<file path="src/rtl/uart_rx_if.sv">
// uart_rx_if - serial line and received-byte bundle for uart_rx.
//   rx          : asynchronous serial line, idles high (line driver -> receiver)
//   data        : last correctly received byte, held until the next valid byte
//   valid       : one-cycle pulse, data is new on this cycle
//   frame_error : one-cycle pulse when the stop bit sampled low
//   active      : receiver busy from start-bit detection until back in IDLE
//   rx_state    : current receiver state encoding (debug)
// master: line driver / byte consumer side.  slave: the receiver.
interface uart_rx_if;
    logic       rx;
    logic [7:0] data;
    logic       valid;
    logic       frame_error;
    logic       active;
    logic [2:0] rx_state;

    modport master (
        output rx,
        input  data, valid, frame_error, active, rx_state
    );

    modport slave (
        input  rx,
        output data, valid, frame_error, active, rx_state
    );
endinterface

</file>
<file path="src/rtl/uart_rx.sv">
// uart_rx - 8N1 UART receiver, mid-bit sampling, LSB first.
// Ports:
//   clk  : system clock, all logic on posedge
//   rst  : synchronous active-high reset
//   bus  : uart_rx_if.slave (rx in; data/valid/frame_error/active/rx_state out)
//
// state   | meaning
// IDLE    | waiting for a falling edge on an armed (previously high) line
// START   | counting to mid start bit, re-checking it is still low
// DATA    | sampling 8 data bits at their mid points
// STOP    | sampling the stop bit at its mid point
// CLEANUP | one cycle presenting valid or frame_error
module uart_rx #(
    parameter int CLKS_PER_BIT = 434
) (
    input  logic     clk,
    input  logic     rst,
    uart_rx_if.slave bus
);
    localparam int HALF_BIT = (CLKS_PER_BIT - 1) / 2;
    localparam int CW       = $clog2(CLKS_PER_BIT);
    localparam logic [CW-1:0] CNT_LAST = CW'(CLKS_PER_BIT - 1);
    localparam logic [CW-1:0] CNT_HALF = CW'(HALF_BIT);

    typedef enum logic [2:0] {
        IDLE    = 3'd0,
        START   = 3'd1,
        DATA    = 3'd2,
        STOP    = 3'd3,
        CLEANUP = 3'd4
    } state_t;

    state_t        r_state;
    state_t        w_state_next;
    logic          r_rx_meta;
    logic          r_rx_s;
    logic [1:0]    r_sync_fill;
    logic          r_armed;
    logic [CW-1:0] r_clk_cnt;
    logic [2:0]    r_bit_idx;
    logic [7:0]    r_shift;
    logic [7:0]    r_data;
    logic          r_stop_ok;
    logic          w_cnt_last;
    logic          w_cnt_half;

    assign w_cnt_last = (r_clk_cnt == CNT_LAST);
    assign w_cnt_half = (r_clk_cnt == CNT_HALF);

    always_comb begin
        w_state_next = r_state;
        case (r_state)
            IDLE:    if (r_armed && !r_rx_s) w_state_next = START;
            START:   if (w_cnt_half) w_state_next = r_rx_s ? IDLE : DATA;
            DATA:    if (w_cnt_last && (r_bit_idx == 3'd7)) w_state_next = STOP;
            STOP:    if (w_cnt_last) w_state_next = CLEANUP;
            CLEANUP: w_state_next = IDLE;
            default: w_state_next = IDLE;
        endcase
    end

    always_ff @(posedge clk) begin
        if (rst) begin
            r_state     <= IDLE;
            r_rx_meta   <= 1'b1;
            r_rx_s      <= 1'b1;
            r_sync_fill <= 2'b00;
            r_armed     <= 1'b0;
            r_clk_cnt   <= '0;
            r_bit_idx   <= 3'd0;
            r_shift     <= 8'h00;
            r_data      <= 8'h00;
            r_stop_ok   <= 1'b0;
        end else begin
            r_rx_meta   <= bus.rx;
            r_rx_s      <= r_rx_meta;
            // The sync flops come out of reset high, not from the line; arming
            // waits until rx_s carries a real line sample so a line held low
            // through reset cannot look like a high-then-low start edge.
            r_sync_fill <= {r_sync_fill[0], 1'b1};
            r_state     <= w_state_next;

            r_armed <= (r_state == IDLE) && (w_state_next == IDLE) &&
                       (r_armed || (r_rx_s && r_sync_fill[1]));

            if ((w_state_next != r_state) || (r_state == IDLE) ||
                (r_state == CLEANUP) || w_cnt_last)
                r_clk_cnt <= '0;
            else
                r_clk_cnt <= r_clk_cnt + CW'(1);

            if (r_state == START)
                r_bit_idx <= 3'd0;
            else if ((r_state == DATA) && w_cnt_last) begin
                r_shift[r_bit_idx] <= r_rx_s;
                r_bit_idx          <= r_bit_idx + 3'd1;
            end

            if ((r_state == STOP) && w_cnt_last) begin
                r_stop_ok <= r_rx_s;
                if (r_rx_s)
                    r_data <= r_shift;
            end
        end
    end

    assign bus.data        = r_data;
    assign bus.valid       = (r_state == CLEANUP) && r_stop_ok;
    assign bus.frame_error = (r_state == CLEANUP) && !r_stop_ok;
    assign bus.active      = (r_state == START) || (r_state == DATA) ||
                             (r_state == STOP)  || (r_state == CLEANUP);
    assign bus.rx_state    = r_state;
endmodule

</file>
<file path="src/flat_wrapper.sv">
// flat-port wrapper written by rule: the top's interface ports become plain ports
module uart_rx_flat 
#(
    parameter int CLKS_PER_BIT = 434
)
  (clk, rst, bus_rx, bus_data, bus_valid, bus_frame_error, bus_active, bus_rx_state);
  uart_rx_if bus_i ();
  input  logic clk;
  input  logic rst;
  input wire logic [$bits(bus_i.rx)-1:0] bus_rx;
  output wire logic [$bits(bus_i.data)-1:0] bus_data;
  output wire logic [$bits(bus_i.valid)-1:0] bus_valid;
  output wire logic [$bits(bus_i.frame_error)-1:0] bus_frame_error;
  output wire logic [$bits(bus_i.active)-1:0] bus_active;
  output wire logic [$bits(bus_i.rx_state)-1:0] bus_rx_state;
  assign bus_i.rx = bus_rx;
  assign bus_data = bus_i.data;
  assign bus_valid = bus_i.valid;
  assign bus_frame_error = bus_i.frame_error;
  assign bus_active = bus_i.active;
  assign bus_rx_state = bus_i.rx_state;
  uart_rx #(.CLKS_PER_BIT(CLKS_PER_BIT)) u_core (.clk(clk), .rst(rst), .bus(bus_i));
endmodule
</file>
<file path="config.mk">
export PLATFORM = sky130hd
export DESIGN_NAME = uart_rx_flat
export DESIGN_NICKNAME = d
export VERILOG_FILES = /design/src/rtl/uart_rx_if.sv /design/src/rtl/uart_rx.sv /design/src/flat_wrapper.sv
export SDC_FILE = /design/constraint.sdc
export NUM_CORES = 1
export LEC_CHECK = 0
export CORE_ASPECT_RATIO = 1.2
export CORE_UTILIZATION = 50
export DETAILED_ROUTE_END_ITERATION = 8
export GPL_ROUTABILITY_DRIVEN = 0
export HOLD_SLACK_MARGIN = 0.15
export PLACE_DENSITY = 0.71
export SLEW_MARGIN = 10
export SYNTH_ARGS = -nofsm -noshare
export SYNTH_HDL_FRONTEND = slang
export SYNTH_SLANG_ARGS = --single-unit
</file>
<file path="constraint.sdc">
create_clock -name clk -period 3.53 [get_ports clk]
set_input_delay 0.706 -clock clk [delete_from_list [all_inputs] [get_ports clk]]
set_output_delay 0.706 -clock clk [all_outputs]
set_load 0.01 [all_outputs]
</file>
* Word level (Yosys, flattened, before mapping)
Cells that the tools add are included.
** Word-level totals
- Logic and storage cells :: 59
- Bits in registers :: 37
- Bits of input ports :: 3
- Output and inout port bits :: 14
** Operators by class
- Add/sub/neg operators :: 2
- Magnitude comparators :: 2
- Eq/ne operators :: 8
- Mux-type cells :: 10
- Bitwise logic cells :: 1
- Reductions and logical operators :: 25
** Operator list (count)
- 3-bit 2-to-1 mux :: 4
- 3-bit one-hot mux with 4 select lines :: 1
- 1-bit logical AND :: 10
- 9-bit by 1-bit adder with 9-bit output (second input constant) :: 1
- 9-bit by 8-bit == test with 1-bit output (second input constant) :: 1
- 9-bit == test (second input constant) :: 1
- 8-bit bitwise mux :: 1
- 1-bit logical OR :: 7
- 3-bit by 2-bit == test with 1-bit output (second input constant) :: 2
- 3-bit == test (second input constant) :: 2
- 3-bit zero test :: 2
- 3-bit by 4-bit < comparator with 1-bit output (second input constant) :: 1
- 2-bit AND reduction :: 2
- 2-bit OR reduction :: 2
- 3-bit by 1-bit adder with 3-bit output (second input constant) :: 1
- 1-bit demux with 3-bit select :: 1
- 3-bit by 1-bit == test with 1-bit output (second input constant) :: 1
- 3-bit by 1-bit greater-or-equal comparator with 1-bit output (second input constant) :: 1
- 3-bit != test :: 1
- 1-bit zero test :: 2
- 1-bit 2-to-1 mux :: 2
- 2-bit 2-to-1 mux :: 1
- 1-bit NOT :: 1

* Logic depth before layout (Yosys ltp)
Gate-level depths: netlist of run 1.
- Depth in word-level cells :: 9
- Depth in mapped cells :: 8
- Depth with buffers taken out :: 7

* Worst setup path before layout of run 1
OpenSTA, ideal clock, no wires.
- Path kind :: reg-to-output
- Start :: register u_core.r_state[0] (netlist: u_core.bus.rx_state[0])
- End :: output bus_active
- Arrival :: 1.537 ns
- Cell stages (with the launch flop) :: 5
- Path buffers :: 2
- Setup slack :: 1.287 ns
- Required time :: 2.824 ns
- Path through :: dfxtp_1 > buf_1 > clkbuf_1 > nor2_1 > xnor2_1
** Between the ends
- Longest elaborated chain between the ends :: 4
- Elaborated cells between the ends (all ways) :: 7
- Classes of those cells :: eq/ne (4); reduce/logical (3)
** RTL lines
- start: declaration :: line uart_rx.sv:33 : state_t r_state;
- start signal: assignment :: line uart_rx.sv:81 : r_state <= w_state_next;
- 3-bit by 1-bit == test with 1-bit output / 3-bit by 2-bit == test with 1-bit output (equally long branches) :: line uart_rx.sv:110 : assign bus.active = (r_state == START) || (r_state == DATA) ||
- 1-bit logical OR (2 in a row) :: line uart_rx.sv:110
- 1-bit logical OR * :: line uart_rx.sv:111 : (r_state == STOP) || (r_state == CLEANUP);
- end: declaration :: line flat_wrapper.sv:14 : output wire logic [$bits(bus_i.active)-1:0] bus_active;
Mark *: on every way between the ends. The rest lies on a longest branch, timed or not.

* Worst setup path after layout of run 1
Same ends and word-level chain as after synthesis.

==> results of run 1 <==
logic make-up after synthesis:
| kind of cell | Yosys count | share of synthesized area, % |
|---|---|---|
| AOI/OAI and AO/OA | 12 | 4.686 |
| xor gates and xnor gates | 9 | 4.542 |
| adders and majority gates | 5 | 3.605 |
| buffers and inverters | 15 | 3.748 |
| DFF | 37 | 42.68 |
| muxes | 19 | 10.96 |
| and+or+nand+nor | 83 | 29.78 |
critical path, cell delays in order (launching register included):
cell and delay, ns:
sky130_fd_sc_hd__dfxtp_1 0.94, sky130_fd_sc_hd__nor2_1 0.22, sky130_fd_sc_hd__xnor2_1 0.21, sky130_fd_sc_hd__clkdlybuf4s50_1 0.56
flip-flops by register name, indices dropped and copies added (netlist names):
signal / count
u_core.r_rx_s: 1
u_core.bus.rx_state: 3
u_core.r_clk_cnt: 9
u_core.r_stop_ok: 1
u_core.r_bit_idx: 3
u_core.r_shift: 8
u_core.bus.data: 8
u_core.r_sync_fill: 2
u_core.r_rx_meta: 1
u_core.r_armed: 1
per-layer routing:
metal	up-vias	part of all wire [%]	global-route usage, %	wire length [µm]
met1	603	46	22.91	1489
met2	17	49	33.73	1591
met4	0	1.9	9.375	61
met3	7	3.0	5.631	98
met5	-	0	0	0
li1	659	-	-	-
worst paths after layout:
kind | start | end | depth (start not counted)
worst min-delay path | u_core.r_rx_meta | u_core.r_rx_s | 1
worst max register to register | u_core.r_clk_cnt[0] | u_core.r_shift[7] | 6
worst max-delay path | u_core.bus.rx_state[0] | bus_active | 3
worst min register to register | u_core.r_rx_meta | u_core.r_rx_s | 1
final cells by class:
class                   count  area, µm²
multi-input cells         128      929.6
fillers                   288       1353
clock inverters             3      17.52
well taps                  37      46.29
clock buffers               5      68.82
repair buffers             17      167.7
inverters                   4      15.01
flip-flops and latches     37      740.7
power groups by stage:
stage / clock network, µW / logic [µW] / registers, µW
6_report: 286 / 16.0 / 425
5_1_grt: 313 / 18.1 / 426
2_1_floorplan: 0 / 11.8 / 432
3_5_place_dp: 0 / 16.1 / 435
3_3_place_gp: 0 / 15.7 / 435
4_1_cts: 296 / 16.3 / 425
cells in the mapped netlist (4+ instances only):
master                     instances
sky130_fd_sc_hd__inv_1             4
sky130_fd_sc_hd__dfxtp_1          37
sky130_fd_sc_hd__nand2_1           9
sky130_fd_sc_hd__nor4b_1           4
sky130_fd_sc_hd__xor2_1            5
sky130_fd_sc_hd__nand3_1           7
sky130_fd_sc_hd__ha_1              5
sky130_fd_sc_hd__nor4_2            5
sky130_fd_sc_hd__xnor2_1           4
sky130_fd_sc_hd__clkbuf_1          8
sky130_fd_sc_hd__a211oi_1          5
sky130_fd_sc_hd__mux2i_1          19
sky130_fd_sc_hd__nor2_1           30
through the flow:
step,util [%],hold WS (ns)
floorplan,-,0.3895
global placement,56.90,0.3931
detailed placement,56.90,0.4125
CTS,59.48,0.4303
global route,59.48,0.4350
finish,59.48,0.4231
cells in the final DEF, fill, tap and decap left out, types with 5 or more instances in the layout:
cell type and instances:
sky130_fd_sc_hd__mux2i_1 19, sky130_fd_sc_hd__ha_1 5, sky130_fd_sc_hd__nand3_1 7, sky130_fd_sc_hd__nand2_1 9, sky130_fd_sc_hd__a211oi_1 5, sky130_fd_sc_hd__nor4_2 5
sky130_fd_sc_hd__xor2_1 5, sky130_fd_sc_hd__dfxtp_1 37, sky130_fd_sc_hd__nor2_1 30, sky130_fd_sc_hd__clkdlybuf4s50_1 16, sky130_fd_sc_hd__clkbuf_8 5
==> reports/results.txt, run 1 <==
signal arrival time at the worst endpoint -> 2.23 ns
measured slew at the worst slew-check pin -> 0.9372 ns
total wire length -> 3241 µm
final setup fails -> 0
x dimension of the die -> 55.78 µm
Iteration-0 DRC Markers -> 50
total power density per cell area -> 366.2 nW/µm²
number of diodes -> 0
Synth-to-Final Area Change -> 14.42%
area enclosed by the die boundary -> 3711 µm²
number of buffers inserted by post-CTS setup repair -> 0
Max FO, Critical Path -> 27
worst-case setup slack after placement -> 0.9014 ns
clk_lat worst skew -> 0.29 ns
proportion of layout cells with a drive suffix above 1 -> 10.82%
number of standard cells in the layout, taps in and fillers out -> 231
hold-fix buffer count after cts -> 0
critical path data required time -> 2.82 ns
number of instances resized during post-cts repair -> 0
height of the chip -> 66.54 µm
worst-case register-to-register setup slack -> 1.34 ns
Placeable Area -> 3338 µm²
outcome -> finished, final reports clean
net switching power figure -> 163.2 µW
CP Class -> register to primary output
final design area excluding fillers -> 1986 µm²
effective utilization at floorplan -> 51.99%
Slew Limit Fails -> 0
cell internal power dissipation -> 564.0 µW
average size of a mapped cell -> 9.641 µm²
area share of the largest cell type after synthesis -> 42.68%
number of placed instances with taps included -> 223
antenna violations before repair -> 0
global router's overall resource usage -> 19.77%
headroom to the max-slew limit -> 37.44%
async set-reset flop share out of synthesis -> 0%
most area-consuming cells after synthesis -> sky130_fd_sc_hd__dfxtp_1 (43%), sky130_fd_sc_hd__mux2i_1 (11%), sky130_fd_sc_hd__nor2_1 (6.5%), sky130_fd_sc_hd__ha_1 (3.6%), sky130_fd_sc_hd__nor4_2 (3.6%)
number of buffers added by the clock tree synthesis step -> 5
detailed-router iteration count before antenna repair -> 4
DRC errors left -> 0
global-route wire length before repair -> 5568 µm
half-perimeter wire length after placement -> 2322 µm
Main synth FF type -> sky130_fd_sc_hd__dfxtp_1
final worst slack -> 0.5959 ns
worst hold path class -> register to register
CTS max path bufs -> 2
clock-pin slew on the worst setup and hold paths -> 0.08 ns
Cells after Synth -> 180
Sw Ratio -> 22.44%
Yosys top cell by area -> sky130_fd_sc_hd__dfxtp_1
critical path startpoint category -> register
overall via count from detail_route -> 1286
Total Power -> 727.2 µW
total number of clock tree sinks -> 37
Clock Skews -> 0.007315 ns
post-synth cell types -> 38
highest attainable clock frequency -> 340.8 MHz
TNS Setup -> 0 ns
detail-routed net length per standard cell -> 14.03 µm
number of global-route vias before repair -> 1239
largest net degree at the start of global routing -> 28
sequential fraction of design power -> 58.5%
number of max-capacitance violations reported -> 0
number of H-tree levels -> 2
number of enable flip-flop cells after synthesis -> 0
share of the cycle needed by the critical path after routing -> 83.12%
number of endpoints with negative hold slack in the final report -> 0
Syn Nets -> 188
post-synthesis sequential element count -> 37
final net count -> 201
Post-Synthesis Cell Area -> 1735 µm²
Static Leakage -> 0.0007764 µW
maximum VDD drop -> 0.2999 mV
Final Critical Period -> 2.934 ns
Clk network pwr share -> 39.3%
clock tree from TritonCTS -> done
Port Buf Inserts -> 16
placed cell areas -> 1899 µm²
total number of yosys warnings -> 0
CP Capture Type -> primary output
GRT Residual Overflow -> 0
remaining antenna violation count after routing -> 0
setup repair after global routing missed its margin -> no
root buffer cell -> sky130_fd_sc_hd__clkbuf_8
average vias per placed instance -> 5.567
sequential area share after synthesis -> 42.68%
number of primary I/O pins -> 17
power share of the combinational group -> 2.2%
standard-cell rows -> 23
Power figures use the tool's default switching activity.
==> inputs of run 2 (changes only) <==
==> constraint.sdc (replaced) <==
create_clock -name clk -period 2.7 [get_ports clk]
set_input_delay 0.54 -clock clk [delete_from_list [all_inputs] [get_ports clk]]
set_output_delay 0.54 -clock clk [all_outputs]
set_load 0.01 [all_outputs]
==> reports/results.txt, run 2 (synthesis results as in run 1) <==
leading cell types in the layout, fill and taps excluded -> sky130_fd_sc_hd__dfxtp_1 (37), sky130_fd_sc_hd__nor2_1 (30), sky130_fd_sc_hd__mux2i_1 (19)
Clock Skews -> 0.005273 ns
clock-pin slew on the worst setup and hold paths -> 0.07 ns
antenna violations before repair -> 0
proportion of layout cells with a drive suffix above 1 -> 10.71%
net switching power figure -> 202.6 µW
signal arrival time at the worst endpoint -> 1.60 ns
Port Buf Inserts -> 16
highest attainable clock frequency -> 467.0 MHz
number of buffers added by the clock tree synthesis step -> 5
endpoint of the most critical register-to-register path -> u_core.r_bit_idx[2]
Final Critical Period -> 2.141 ns
effective utilization at floorplan -> 51.99%
total power density per cell area -> 473.0 nW/µm²
average vias per placed instance -> 5.562
number of cells traversed by the worst register-to-register path -> 6
number of H-tree levels -> 2
CP Capture Type -> primary output
worst hold path class -> register to register
measured slew at the worst slew-check pin -> 0.5651 ns
critical path startpoint category -> register
most common cell after layout, fill and taps aside -> sky130_fd_sc_hd__dfxtp_1
delay of the slowest critical-path stage -> 0.53 ns
CTS max path bufs -> 2
crit path cell chain -> nor2_1 -> and3_1 -> clkdlybuf4s50_1
number of max-capacitance violations reported -> 0
register with the most flip-flops -> u_core.r_clk_cnt
number of global-route vias before repair -> 1251
detail-routed net length per standard cell -> 14.10 µm
number of endpoints with negative hold slack in the final report -> 0
Synth-to-Final Area Change -> 15.14%
final setup fails -> 0
CP Class -> register to primary output
clk_lat worst skew -> 0.29 ns
Min-Delay Startpoint -> u_core.r_rx_meta
worst-path cell with the longest stage delay -> sky130_fd_sc_hd__clkdlybuf4s50_1
Total Power -> 945.0 µW
global router's overall resource usage -> 19.72%
share of the cycle needed by the critical path after routing -> 79.31%
x dimension of the die -> 55.78 µm
sequential fraction of design power -> 58.6%
overall via count from detail_route -> 1296
clock tree from TritonCTS -> done
height of the chip -> 66.54 µm
headroom to the max-slew limit -> 62.01%
area enclosed by the die boundary -> 3711 µm²
TNS Setup -> 0 ns
total wire length -> 3286 µm
detailed-router iteration count before antenna repair -> 4
final net count -> 203
critical path data required time -> 2.16 ns
GRT Residual Overflow -> 0
Cells on Worst Hold Path -> 1
terminating pin of the worst hold path -> u_core.r_rx_s
delay-heaviest family, CP -> buffers and inverters
Iteration-0 DRC Markers -> 32
number of flip-flops in the largest register -> 9
number of buffers inserted by post-CTS setup repair -> 0
post-route worst hold slack -> 0.4157 ns
buffering stage count on the worst path with inverters included -> 1
number of instances resized during post-cts repair -> 0
cell internal power dissipation -> 742.4 µW
setup repair after global routing missed its margin -> no
global-route wire length before repair -> 5582 µm
Clk network pwr share -> 38.8%
remaining antenna violation count after routing -> 0
half-perimeter wire length after placement -> 2304 µm
Slew Limit Fails -> 0
Critical R2R Launch -> u_core.r_clk_cnt[0]
outcome -> finished, final reports clean
number of diodes -> 0
power share of the combinational group -> 2.5%
largest net degree at the start of global routing -> 27
Placeable Area -> 3338 µm²
root buffer cell -> sky130_fd_sc_hd__clkbuf_8
total number of clock tree sinks -> 37
utilization after layout -> 59.86%
standard-cell rows -> 23
DRC errors left -> 0
maximum VDD drop -> 0.3958 mV
Static Leakage -> 0.0007818 µW
number of primary I/O pins -> 17
Max FO, Critical Path -> 8
Sw Ratio -> 21.44%
worst-case register-to-register setup slack -> 0.63 ns
hold-fix buffer count after cts -> 0
==> run 2: changes by cell type in the layout (fill, tap and decap cells not counted), sizes merged <==
cell | before | now
clkinv | 2 | 0
buf | 1 | 3
clkbuf | 5 | 7
==> run 2: through the flow <==
step	area (µm²)	cells	setup WS, ns
finish	1998	233	0.5587
global route	1998	233	0.4063
CTS	1998	233	0.5429
detailed placement	1914	225	0.5922
global placement	1914	225	0.6384
floorplan	1735	180	0.6225
==> run 2: how the worst max path moves through the flow <==
| stage | startpoint | end | slack [ns] | cells after the start |
|---|---|---|---|---|
| 3_5_place_dp | rst | u_core.r_clk_cnt[2] | 0.59 | 5 |
| 3_3_place_gp | rst | u_core.r_clk_cnt[0] | 0.64 | 5 |
| 5_1_grt | u_core.bus.rx_state[1] | bus_valid | 0.41 | 3 |
| 4_1_cts | u_core.bus.rx_state[1] | bus_valid | 0.54 | 3 |
| 2_1_floorplan | u_core.bus.rx_state[0] | bus_active | 0.62 | 4 |
| 6_report | u_core.bus.rx_state[1] | bus_valid | 0.56 | 3 |
==> run 2: power groups by stage <==
stage	clock, µW	combinational [µW]	sequential (µW)
floorplan	0	15.5	565
global placement	0	23.2	566
detailed placement	0	23.7	566
CTS	377	23.8	554
global route	399	26.7	554
finish	367	24.0	554
==> run 2: cell type report <==
class / count / area, µm²
fill: 285 / 1340
clock buffer: 7 / 76.32
inverter: 4 / 15.01
timing repair buffer: 19 / 182.7
tap: 37 / 46.29
sequential: 37 / 740.7
multi-input combinational: 128 / 929.6
clock inverter: 1 / 7.507
==> run 2: layer usage <==
| metal | vias up | routed length (µm) | part of all wire (%) | GRT usage (%) |
|---|---|---|---|---|
| met5 | - | 0 | 0 | 0 |
| met2 | 21 | 1579 | 48 | 33.43 |
| met1 | 606 | 1502 | 46 | 22.64 |
| met3 | 8 | 122 | 3.7 | 5.631 |
| li1 | 661 | - | - | - |
| met4 | 0 | 82 | 2.5 | 10.31 |
==> RTL edit 1, RTL diff (settings of run 2) <==
`CLKS_PER_BIT` is set to 434 in 2 places; all go to 108.
--- a/src/rtl/uart_rx.sv
+++ b/src/rtl/uart_rx.sv
@@ -11,7 +11,7 @@
 // STOP    | sampling the stop bit at its mid point
 // CLEANUP | one cycle presenting valid or frame_error
 module uart_rx #(
-    parameter int CLKS_PER_BIT = 434
+    parameter int CLKS_PER_BIT = 108
 ) (
     input  logic     clk,
     input  logic     rst,
--- a/src/flat_wrapper.sv
+++ b/src/flat_wrapper.sv
@@ -1,7 +1,7 @@
 // flat-port wrapper written by rule: the top's interface ports become plain ports
 module uart_rx_flat 
 #(
-    parameter int CLKS_PER_BIT = 434
+    parameter int CLKS_PER_BIT = 108
 )
   (clk, rst, bus_rx, bus_data, bus_valid, bus_frame_error, bus_active, bus_rx_state);
   uart_rx_if bus_i ();
Formal check against the unedited RTL: no difference found for any inputs over 10 cycles, from zero or initial values and one cycle with rst high; that may be too few to reach the edited logic, so the function may still have changed.
==> RTL edit 1 against run 2 <==
- clock skew is 0.0030 ns higher
- area after synthesis is 4.6% lower
- combinational power is 11% higher
- sequential cell count is 2 lower
- critical endpoint unchanged
- final area is 3.8% lower
- total power hardly changed
- die area is 4.5% lower
- wire length is 3.5% higher
- worst setup slack worse by 0.12 ns
==> RTL edit 1: results (changes against run 2) <==
Yosys
The commonest cells after synthesis are 35 x sky130_fd_sc_hd__dfxtp_1, 17 x sky130_fd_sc_hd__nand3_1, 11 x sky130_fd_sc_hd__mux2i_1, 10 x sky130_fd_sc_hd__nor4_1, 9 x sky130_fd_sc_hd__nand2b_1. After synthesis, the cell types taking the most area are sky130_fd_sc_hd__dfxtp_1 42%, sky130_fd_sc_hd__mux2i_1 6.7%, sky130_fd_sc_hd__nand3_1 5.1%, sky130_fd_sc_hd__a31o_1 4.2%, sky130_fd_sc_hd__nor4_1 3.8%. The net count after synthesis is 172 (-8.5%). The number of distinct standard cells referenced by the synthesized netlist came to 40 (+5.3%). The sequential area share after synthesis was 42.33% (-0.35 points).

Pwr
The worst IR drop on VDD was 0.0004382 V (+11%). The leakage dissipation is 0.0007093 uW (-9.3%).

Worst setup path
The slack of the worst reg-to-reg path is 0.77 ns (+0.14 ns). The most critical setup path has its endpoint at bus_valid. The worst-path maximum fanout came to 14 (+6). The worst register-to-register path begins at u_core.r_clk_cnt[0]. On the critical path the largest part of the delay comes from flip-flops. The slowest stage of the critical path is the sky130_fd_sc_hd__dfxtp_1 cell. The depth of the worst register-to-register path was 5 (-1). The stage delay of the slowest cell on the critical path was 0.62 ns (+0.09 ns).

The launch point of the critical path is u_core.bus.rx_state[2]. The endpoint identified for the worst register-to-register timing path is u_core.r_clk_cnt[4].

Layout
The count of fill cells added during filler insertion is 249 (-13%). The number of antenna cells inserted was 0 (unchanged). The net count reported at finish is 188 (-7.4%). The share of post-route cells with drive strength above 1 is 13.74% (+3.0 points).

STA
The clock tree skew after final layout was 0.008312 ns (+0.003040 ns). The transition time of the tightest slew-check pin is 0.5861 ns (+0.02104 ns).

CTS
The count of cells resized by post-cts repair is 0 (unchanged). The maximum root-to-sink buffer count is 2 (unchanged). The clock-pin transition on the worst setup and hold timing paths was 0.11 ns (+0.04 ns).

The number of buffers created by CTS is 5 (unchanged). The total setup buffers inserted after CTS is 0 (unchanged). The root cell of the clock tree is sky130_fd_sc_hd__clkbuf_4.

The clock latency reported for the late side of the worst-skew pair is 0.34 ns (+0.05 ns).

Place
The HPWL after detailed placement is 2.466 mm (+7.0%). The number of port buffers came to 16 (unchanged).

Routing
The iteration-0 DRC count of the detailed router was 30 (-6.3%). The total vias in the final route came to 1,289 (-0.54%). The wire length per cell after detailed routing is 15.60 um (+11%).

Global routing
The largest net degree at the start of global routing is 17 (-37%). The global routing usage summed across all routing layers is 22.16% (+2.4 points). The initial antenna violation count is 0 (unchanged). The number of global-route vias before repair is 1,236 (-1.2%). The global-route wire length before repair came to 5.568 mm (-0.25%).

Outcome
The flow ran to the end, and the final reports show no timing, DRC or antenna violations.

Hold path
The cell depth of the worst hold path was 1 (unchanged).
## RTL edit 1: changes by cell type after synthesis, sizes merged, moves of 4 or more
cell and change:
nor4b -5, nand3 +10, a211oi -4, nor2 -26
mux2i -8, nor4 +5, nand2b +8, nor3 +5
a31o +8, and4bb +4
## RTL edit 1: metal layers
| layer | track usage (%) | routed length, um | vias up | share of wire [%] |
|---|---|---|---|---|
| li1 | - | - | 649 | - |
| met2 | 36.13 | 1686 | 22 | 50 |
| met5 | 0 | 0 | - | 0 |
| met1 | 25.47 | 1537 | 609 | 45 |
| met3 | 6.338 | 99 | 9 | 2.9 |
| met4 | 10.90 | 78 | 0 | 2.3 |
## RTL edit 1: worst min-delay path by stage
stage	slack, ns	endpoint	start
6_report	0.43	u_core.r_rx_s	u_core.r_rx_meta
5_1_grt	0.45	u_core.r_rx_s	u_core.r_rx_meta
4_1_cts	0.43	u_core.r_rx_s	u_core.r_rx_meta
3_5_place_dp	0.40	u_core.r_rx_s	u_core.r_rx_meta
3_3_place_gp	0.40	u_core.r_rx_s	u_core.r_rx_meta
2_1_floorplan	0.39	u_core.r_rx_s	u_core.r_rx_meta
## RTL edit 1: worst reg2reg max path, delay by kind of cell, from the launching register on
family | cells | cell delay, ns
fa+ha+maj | 1 | 0.30
compound gates | 1 | 0.49
simple gates | 2 | 0.36
buf+inv | 1 | 0.23
flops | 1 | 0.40
## RTL edit 1: cells by family after synthesis
logic type / after synthesis / synth area share, %
AO/OA/AOI/OAI: 19 / 8.618
XOR/XNOR: 4 / 2.117
adder cells (fa/ha/maj): 4 / 3.024
buffers and inverters: 14 / 3.930
flip-flops: 35 / 42.33
multiplexers: 11 / 6.652
AND/OR/NAND/NOR: 78 / 33.33
## RTL edit 1: final cells by class
cell class / count / area share [%]
Multi-Input combinational cell: 116 / 46.26
Sequential cell: 35 / 36.43
Timing Repair Buffer: 20 / 9.889
Clock buffer: 6 / 2.668
Tap cell: 36 / 2.342
Clock inverter: 2 / 1.822
Inverter: 3 / 0.5856
## RTL edit 1: per-stage QoR
step / setup WS (ns) / instance area (um2) / hold slack, ns / std cells
6_report: 0.4354 / 1923 / 0.4267 / 218
5_1_grt: 0.3244 / 1923 / 0.4514 / 218
4_1_cts: 0.4272 / 1923 / 0.4282 / 218
3_5_place_dp: 0.5432 / 1837 / 0.4034 / 210
3_3_place_gp: 0.6443 / 1837 / 0.3973 / 210
2_1_floorplan: 1.121 / 1655 / 0.3895 / 165
## RTL edit 1: power by group
part | switching (uW) | internal, uW | total, uW | leakage, uW
clock | 176 | 219 | 394 | 0.0000482
sequential | 2.80 | 520 | 523 | 0.000283
combinational | 14.7 | 12.0 | 26.7 | 0.000378
total | 193 | 751 | 945 | 0.000709
==> RTL edit 2, RTL diff (flow settings as in run 2) <==
Without the edit above. Put a register stage on the output `bus.frame_error`. The value now appears one clock later.
--- a/src/rtl/uart_rx.sv
+++ b/src/rtl/uart_rx.sv
@@ -106,7 +106,9 @@
 
     assign bus.data        = r_data;
     assign bus.valid       = (r_state == CLEANUP) && r_stop_ok;
-    assign bus.frame_error = (r_state == CLEANUP) && !r_stop_ok;
+    always_ff @(posedge clk) begin
+        bus.frame_error <= (r_state == CLEANUP) && !r_stop_ok;
+    end
     assign bus.active      = (r_state == START) || (r_state == DATA) ||
                              (r_state == STOP)  || (r_state == CLEANUP);
     assign bus.rx_state    = r_state;
Behaviour: same outputs for any inputs over 10 cycles, from zero or initial values and one cycle with rst high; that may be too few to reach the edited logic, so the function may still have changed.
==> RTL edit 2 against run 2 <==
- worst setup slack worse by 0.061 ns
- final area is 3.6% higher
- total power is 26% higher
- wire length is 5.8% higher
- synthesized cell count is 0.56% higher
- sequential cell count is 1 higher
- area after synthesis is 1.2% higher
- highest routed layer unchanged
==> RTL edit 2: results (changes against run 2) <==
CTS
The clock latency reported for the late side of the worst-skew pair was 0.29 ns (about the same). The number of buffers created by CTS is 5 (unchanged). The count of cells resized by post-cts repair is 0 (unchanged). CTS placed an instance of sky130_fd_sc_hd__clkbuf_8 at the clock tree root.

The maximum root-to-sink buffer count was 2 (unchanged). The depth of the CTS H-tree came to 2 (unchanged). The total setup buffers inserted after CTS was 0 (unchanged).

Global routing
The initial antenna violation count is 0 (unchanged). The global-route wire length before repair came to 5.754 mm (+3.1%). The global routing usage summed across all routing layers is 20.23% (+0.51 points).

Layout
The share of post-route cells with drive strength above 1 was 11.22% (+0.51 points). The number of antenna cells inserted came to 0 (unchanged). The count of fill cells added during filler insertion is 287 (+0.70%). The net count reported at finish was 203 (unchanged).

Yosys
Ranked by total cell area, the synthesized netlist is headed by sky130_fd_sc_hd__dfxtp_1 43%, sky130_fd_sc_hd__mux2i_1 11%, sky130_fd_sc_hd__nor2_1 6.4%, sky130_fd_sc_hd__ha_1 3.6%, sky130_fd_sc_hd__nor4_2 3.6%. The average instance area after synthesis is 9.699 um2 (+0.59%). The total of warnings raised by yosys came to 0 (unchanged). The sequential area share after synthesis is 43.34% (+0.65 points). The net count after synthesis is 189 (+0.53%). The fraction of registers with async set or reset after synthesis is 0% (unchanged).

By count the netlist is led by 38 x sky130_fd_sc_hd__dfxtp_1, 30 x sky130_fd_sc_hd__nor2_1, 19 x sky130_fd_sc_hd__mux2i_1, 9 x sky130_fd_sc_hd__nand2_1, 8 x sky130_fd_sc_hd__clkbuf_1.

Worst setup path
For this run, the slowest stage of the critical path takes around 0.54 ns. The launch point of the critical path is u_core.bus.rx_state[1]. The critical path data arrival time is 1.66 ns (+0.06 ns). The capture instance of the worst register-to-register path is u_core.r_shift[7]. The slack of the worst reg-to-reg path is 0.58 ns (-0.05 ns).

The depth of the worst register-to-register path is 6 (unchanged). The reg-to-reg critical path startpoint is u_core.r_clk_cnt[0]. The worst-path maximum fanout is 8 (unchanged).

Pwr
The leakage dissipation is 0.0008174 uW (+4.5%). The worst IR drop on VDD is 0.0006484 V (+64%).

Place
The worst slack at placement was 0.6122 ns (+0.01993 ns). The cell area after placement is 1927 um2 (+0.65%). The HPWL after detailed placement was 2.488 mm (+8.0%).

Routing
The total vias in the final route is 1,312 (+1.2%). The iteration-0 DRC count of the detailed router is 58 (+81%). The wire length after detailed routing is 3.475 mm (+5.8%). The detailed-route vias per instance is 5.631 (+1.2%).

STA
The time the worst path needs with I/O delays and setup is 2.202 ns (+0.06082 ns). The clock tree skew after final layout came to 0.006240 ns (+0.0009671 ns). The transition time of the tightest slew-check pin came to 0.5922 ns (+0.02707 ns).

Outcome
The run finished with clean final reports.
[RTL edit 2: cell types whose count changed after synthesis]
cell,run 2,this run
sky130_fd_sc_hd__dfxtp_1,37,38
[RTL edit 2: final cells by class]
type                    instances  area (um2)  area share [%]
well taps                      37       46.29           2.237
inverters                       4       15.01          0.7255
repair buffers                 18       175.2           8.464
clock buffers                   6       82.58           3.990
multi-input cells             128       929.6           44.92
flip-flops and latches         38       760.7           36.76
clock inverters                 2       60.06           2.902
[RTL edit 2: worst min-delay path by stage]
| stage | from | endpoint | slack [ns] | cells after the start |
|---|---|---|---|---|
| global placement | u_core.r_rx_meta | u_core.r_rx_s | 0.40 | 1 |
| detailed placement | u_core.r_rx_meta | u_core.r_rx_s | 0.40 | 1 |
| global route | u_core.r_rx_meta | u_core.r_rx_s | 0.44 | 1 |
| finish | u_core.r_rx_meta | u_core.r_rx_s | 0.42 | 1 |
| floorplan | u_core.r_rx_meta | u_core.r_rx_s | 0.39 | 1 |
| CTS | u_core.r_rx_meta | u_core.r_rx_s | 0.42 | 1 |
[RTL edit 2: metrics by stage]
stage / power [uW] / hold slack, ns
2_1_floorplan: 595.2 / 0.3895
3_3_place_gp: 604.8 / 0.3950
3_5_place_dp: 605.4 / 0.3983
4_1_cts: 1198 / 0.4189
5_1_grt: 1219 / 0.4429
6_report: 1189 / 0.4156
[RTL edit 2: worst max-delay path: cells and delay by family (launching register included)]
kind / cells / cell delay, ns
AND/OR/NAND/NOR: 2 / 0.44
flip-flops: 1 / 0.38
buffers and inverters: 1 / 0.54
[RTL edit 2: metal layers]
metal / track usage [%] / vias up / wire (um)
li1: - / 662 / -
met1: 22.06 / 627 / 1493
met2: 37.50 / 19 / 1823
met3: 4.854 / 4 / 119
met4: 8.232 / 0 / 38
met5: 0 / - / 0
[RTL edit 2: report_power, final]
part	total (uW)	internal [uW]	switching, uW
registers	569	565	4.16
logic	23.8	9.95	13.8
clock network	596	394	202
total	1190	969	220
[RTL edit 2: cell families (layout without fill, tap and decap cells)]
| group | after synthesis | count (layout) | share of synthesized area (%) |
|---|---|---|---|
| fa+ha+maj | 5 | 5 | 3.564 |
| flops | 38 | 38 | 43.34 |
| mux | 19 | 19 | 10.83 |
| simple gates | 83 | 83 | 29.44 |
| compound gates | 12 | 12 | 4.633 |
| xor+xnor | 9 | 9 | 4.490 |
| buf+inv | 15 | 30 | 3.706 |
